$ cat src/rtl/mem_arb_pkg.sv
// Shared definitions for the unified-memory port arbiter: requester indices,
// FSM state encoding, wait-counter width and small index helpers.
package mem_arb_pkg;

   localparam int REQ_LOAD  = 0;
   localparam int REQ_DATA  = 1;
   localparam int REQ_FETCH = 2;
   localparam int NUM_REQ   = 3;
   localparam int CNT_W     = 4;

   typedef enum logic [1:0] {
      ST_IDLE   = 2'd0,
      ST_ACCESS = 2'd1,
      ST_WAIT   = 2'd2,
      ST_RESP   = 2'd3
   } arb_state_t;

   function automatic logic [NUM_REQ-1:0] idx_to_onehot(input logic [1:0] idx);
      logic [NUM_REQ-1:0] oh;
      oh = '0;
      for (int i = 0; i < NUM_REQ; i++) begin
         if (idx == 2'(i)) oh[i] = 1'b1;
      end
      return oh;
   endfunction

   // Requester that sits 'off' places after 'last' in the circular order.
   function automatic logic [1:0] rr_slot(input logic [1:0] last, input int unsigned off);
      return 2'((32'(last) + off) % NUM_REQ);
   endfunction

endpackage

$ cat src/rtl/mem_arb_pick.sv
// Combinational winner select. Fixed priority loader > data > fetch by default;
// MEM_ARB_RR_EN selects round-robin starting after the last winner.
module mem_arb_pick
   import mem_arb_pkg::*;
(
   input  logic [NUM_REQ-1:0] i_req,
   input  logic [1:0]         i_last,
   output logic               o_valid,
   output logic [1:0]         o_idx,
   output logic [NUM_REQ-1:0] o_onehot
);

`ifdef MEM_ARB_RR_EN
   // Walk from lowest to highest priority so the best candidate is assigned last.
   always_comb begin
      o_idx = 2'd0;
      for (int k = NUM_REQ; k >= 1; k--) begin
         if (i_req[rr_slot(i_last, k)]) o_idx = rr_slot(i_last, k);
      end
   end
`else
   logic w_unused_last;
   assign w_unused_last = ^i_last;

   always_comb begin
      o_idx = 2'd0;
      for (int k = NUM_REQ - 1; k >= 0; k--) begin
         if (i_req[k]) o_idx = 2'(k);
      end
   end
`endif

   assign o_valid  = |i_req;
   assign o_onehot = o_valid ? idx_to_onehot(o_idx) : '0;

endmodule

$ cat src/rtl/mem_port_arbiter.sv
// Serialises loader / CPU data / CPU fetch accesses onto one single-port memory.
// Define MEM_ARB_RR_EN for round-robin arbitration instead of fixed priority.
module mem_port_arbiter
   import mem_arb_pkg::*;
#(
   parameter int DATA_W      = 32,
   parameter int ADDR_W      = 10,
   parameter int WAIT_CYCLES = 1
)(
   input  logic                        clk,
   input  logic                        reset,
   input  logic [NUM_REQ-1:0]          req,
   input  logic [NUM_REQ-1:0]          we,
   input  logic [NUM_REQ*ADDR_W-1:0]   addr,
   input  logic [NUM_REQ*DATA_W-1:0]   wdata,
   output logic [NUM_REQ-1:0]          gnt,
   output logic [NUM_REQ-1:0]          rvalid,
   output logic [DATA_W-1:0]           rdata,
   output logic                        busy,
   output logic                        mem_en,
   output logic                        mem_we,
   output logic [ADDR_W-1:0]           mem_addr,
   output logic [DATA_W-1:0]           mem_wdata,
   input  logic [DATA_W-1:0]           mem_rdata
);

   arb_state_t          r_state;
   arb_state_t          w_state_next;
   logic [NUM_REQ-1:0]  r_sel_oh;
   logic                r_we;
   logic [ADDR_W-1:0]   r_mem_addr;
   logic [DATA_W-1:0]   r_mem_wdata;
   logic [DATA_W-1:0]   r_rdata;
   logic [CNT_W-1:0]    r_cnt;

   logic                w_pick_valid;
   logic [1:0]          w_pick_idx;
   logic [NUM_REQ-1:0]  w_pick_oh;
   logic [1:0]          w_last;
   logic [ADDR_W-1:0]   w_addr_arr  [NUM_REQ];
   logic [DATA_W-1:0]   w_wdata_arr [NUM_REQ];
   logic [ADDR_W-1:0]   w_sel_addr;
   logic [DATA_W-1:0]   w_sel_wdata;
   logic                w_sel_we;

   for (genvar gi = 0; gi < NUM_REQ; gi++) begin : g_split
      assign w_addr_arr[gi]  = addr[gi*ADDR_W +: ADDR_W];
      assign w_wdata_arr[gi] = wdata[gi*DATA_W +: DATA_W];
   end

   mem_arb_pick u_pick (
      .i_req    (req),
      .i_last   (w_last),
      .o_valid  (w_pick_valid),
      .o_idx    (w_pick_idx),
      .o_onehot (w_pick_oh)
   );

`ifdef MEM_ARB_RR_EN
   logic [1:0] r_last;

   // Pointer starts at fetch so the loader wins the first contested arbitration.
   always_ff @(posedge clk) begin
      if (reset) begin
         r_last <= 2'(REQ_FETCH);
      end else if (r_state == ST_IDLE && w_pick_valid) begin
         r_last <= w_pick_idx;
      end
   end
   assign w_last = r_last;
`else
   assign w_last = 2'(REQ_FETCH);
`endif

   always_comb begin
      w_sel_addr  = '0;
      w_sel_wdata = '0;
      w_sel_we    = 1'b0;
      for (int i = 0; i < NUM_REQ; i++) begin
         if (w_pick_idx == 2'(i)) begin
            w_sel_addr  = w_addr_arr[i];
            w_sel_wdata = w_wdata_arr[i];
            w_sel_we    = we[i];
         end
      end
   end

   always_comb begin
      w_state_next = r_state;
      case (r_state)
         ST_IDLE:   if (w_pick_valid) w_state_next = ST_ACCESS;
         ST_ACCESS: w_state_next = ST_WAIT;
         ST_WAIT:   if (r_cnt == '0) w_state_next = ST_RESP;
         ST_RESP:   w_state_next = ST_IDLE;
         default:   w_state_next = ST_IDLE;
      endcase
   end

   always_ff @(posedge clk) begin
      if (reset) begin
         r_state     <= ST_IDLE;
         r_sel_oh    <= '0;
         r_we        <= 1'b0;
         r_mem_addr  <= '0;
         r_mem_wdata <= '0;
         r_rdata     <= '0;
         r_cnt       <= '0;
      end else begin
         r_state <= w_state_next;
         case (r_state)
            ST_IDLE: begin
               if (w_pick_valid) begin
                  r_sel_oh    <= w_pick_oh;
                  r_we        <= w_sel_we;
                  r_mem_addr  <= w_sel_addr;
                  r_mem_wdata <= w_sel_wdata;
               end
            end
            ST_ACCESS: r_cnt <= CNT_W'(WAIT_CYCLES - 1);
            ST_WAIT: begin
               // Writes leave rdata untouched; it only ever reflects the last read.
               if (r_cnt == '0) begin
                  if (!r_we) r_rdata <= mem_rdata;
               end else begin
                  r_cnt <= r_cnt - 1'b1;
               end
            end
            default: ;
         endcase
      end
   end

   assign gnt       = (r_state == ST_ACCESS) ? r_sel_oh : '0;
   assign rvalid    = (r_state == ST_RESP)   ? r_sel_oh : '0;
   assign mem_en    = (r_state == ST_ACCESS);
   assign mem_we    = (r_state == ST_ACCESS) && r_we;
   assign busy      = (r_state != ST_IDLE);
   assign rdata     = r_rdata;
   assign mem_addr  = r_mem_addr;
   assign mem_wdata = r_mem_wdata;

endmodule

$ cat config.mk
export PLATFORM = sky130hd
export DESIGN_NAME = mem_port_arbiter
export DESIGN_NICKNAME = d
export VERILOG_FILES = /design/src/rtl/mem_arb_pkg.sv /design/src/rtl/mem_arb_pick.sv /design/src/rtl/mem_port_arbiter.sv
export SDC_FILE = /design/constraint.sdc
export NUM_CORES = 1
export LEC_CHECK = 0
export ABC_AREA = 1
export CORE_ASPECT_RATIO = 1.4
export CORE_MARGIN = 3
export CORE_UTILIZATION = 31
export DETAILED_ROUTE_END_ITERATION = 10
export PLACE_DENSITY = 0.7
export SYNTH_ARGS = -nofsm -noshare
export SYNTH_HDL_FRONTEND = slang
export SYNTH_HIERARCHICAL = 1
export SYNTH_SLANG_ARGS = --single-unit
$ cat constraint.sdc
create_clock -name clk -period 1.7 [get_ports clk]
set_input_delay 0.34 -clock clk [delete_from_list [all_inputs] [get_ports clk]]
set_output_delay 0.34 -clock clk [all_outputs]
set_load 0.005 [all_outputs]
==> run metrics <==
port buffer count=248; setup ws final=0.0261 ns; Worst Reg-to-Reg Cells=8; commonest cells after routing, fill and taps aside=239 x clkdlybuf4s50_1, 129 x nand2_1, 82 x dfxtp_1; core area=12000 sq um; final worst path period need=1.67 ns; Final ANT Viol Nets=0; Avg Cell Area, Syn=7.08 sq um; Sw Pwr=3060 uW; worst-margin pin slew=0.233 ns; worst-skew pair later-pin latency=0.33 ns; post-detail-place hpwl=11300 microns; Setup TNS=0 ns; routed vias/inst=4.90; post-synthesis cell area=3870 sq um; Routed WL=14700 microns; Final Non-Filler Cells=945; maximum vdd drop=693 uV; fin util=0.584; Max clock buf depth=2; antenna violations before repair=0; DR iter-0 viols=129; worst reg2reg setup slack=0.14 ns; clock skew=0.00586 ns; Setup crit end=rvalid[1]; CP startpoint kind=flip-flop; RD Place Congestion=0.828; Reg power frac=0.330; yosys synthesis warning count=6; CTS tree=yes; CP startpoint=r_state[1]$_SDFFE_PP0P_; Hold Slack=0.442 ns; first-pass GRT wire length=22500 microns; HP Class=reg -> reg; combinational power share=0.448; Setup Crit Path Kind=reg -> out; crit path DAT=1.33 ns; detailed-route DRC error count=0; leak pwr=0.00277 uW; CP max FO=3; status=completed; drt pass-1 iters=5; share of cells above drive strength 1=0.0789; reg2reg start=r_state[0]$_SDFFE_PP0P_; setup violators final=0; largest net degree at the start of global routing=65; maxcap violations=0; postcts setup bufs=0; power per cell area=1320 nW/um^2; die area=13900 sq um; Mapped Cells=547; Wirelength per Cell=15.6 microns; Filler Cell Count=1111; FP Rows=47; Clock Sinks=84; syn_nets=720; fin. max-slew vios=0; Max-slew headroom=0.845; diodes inserted=0; clock root cell=clkbuf_16; number of global-route vias before repair=4679; Switching Fraction=0.330; CTS Hold Buffers Added=0; Highest Clock Rate=597 MHz; CTS buffer count=9; worst slack, placed=-0.270 ns; gr usage total=0.202; H-tree Lvls=3; Crit. End Element=output port; RSZ-0062 raised after global routing=yes; Placed Instances=929; # IOs=249; clock network power share=0.221; worst reg2reg endpoint=rdata[14]$_SDFFE_PP0P_; Layout area overhead=80.8%; commonest non-fill, non-tap cell in the layout=clkdlybuf4s50_1; Worst Path Required=1.36 ns; die height=138 microns; GRT overflow=0; Die Wd=100 microns; hold path depth=2; fin crit share=0.985; Pint=6210 uW; vias=4628; starting density of the core=0.323; final hold viol count=0; Nets=967; clock-pin slew on the worst setup and hold paths=0.06 ns
==> worst max-delay path, stage by stage, from the launching register on <==
cell and delay, ns:
dfxtp_2 0.32, buf_4 0.14, ha_2 0.18, nand2_1 0.06
inv_1 0.03, dlygate4sd2_1 0.26
==> repair_timing <==
item,CTS,global route
gates cloned,0,1
gates resized for setup,15,8
setup endpoints to repair,9,38
pin swaps,0,1
==> power by group through the flow <==
stage               registers [uW]  clock network, uW  logic [uW]
finish                        3060               2050        4160
global route                  3150               2170        4580
CTS                           3060               2100        4190
detailed placement            3080                  0        4190
global placement              3050                  0        4090
floorplan                     3080                  0        1730
==> area by class of cell <==
cell class / count / area (sq um) / area share
repair buffers: 273 / 2800 / 0.400
multi-input cells: 358 / 1770 / 0.253
flip-flops and latches: 84 / 1690 / 0.241
inverters: 68 / 255 / 0.0365
clock buffers: 10 / 229 / 0.0327
well taps: 147 / 184 / 0.0263
clock inverters: 5 / 77.6 / 0.0111
==> stage by stage <==
stage,instance area (sq um),power [uW]
after floorplan,3870,4810
after global placement,6660,7140
after detailed placement,6660,7270
after CTS,6970,9360
after global routing,7000,9900
final,7000,9270
==> worst min-delay path by stage <==
stage                                 startpoint                     end  slack (ns)
after floorplan                            reset   r_cnt[1]$_SDFFE_PP0P_        0.41
after global placement    rdata[13]$_SDFFE_PP0P_  rdata[13]$_SDFFE_PP0P_        0.43
after detailed placement  rdata[17]$_SDFFE_PP0P_  rdata[17]$_SDFFE_PP0P_        0.44
after CTS                 rdata[17]$_SDFFE_PP0P_  rdata[17]$_SDFFE_PP0P_        0.45
after global routing      rdata[26]$_SDFFE_PP0P_  rdata[26]$_SDFFE_PP0P_        0.46
final                     rdata[19]$_SDFFE_PP0P_  rdata[19]$_SDFFE_PP0P_        0.44
==> state kept, by name, indices dropped and copies added, names as in the netlist <==
signal,cells
mem_wdata,32
rdata,32
mem_addr,10
r_cnt,4
r_sel_oh,3
r_state,2
r_we,1
==> metal layers <==
layer / vias up / GRT usage / part of all wire
li1: 2291 / - / -
met1: 2092 / 0.211 / 0.37
met2: 217 / 0.375 / 0.51
met3: 28 / 0.0534 / 0.092
met4: 0 / 0.0802 / 0.025
met5: - / 0 / 0
No activity file was read; power rests on OpenSTA's default activity.
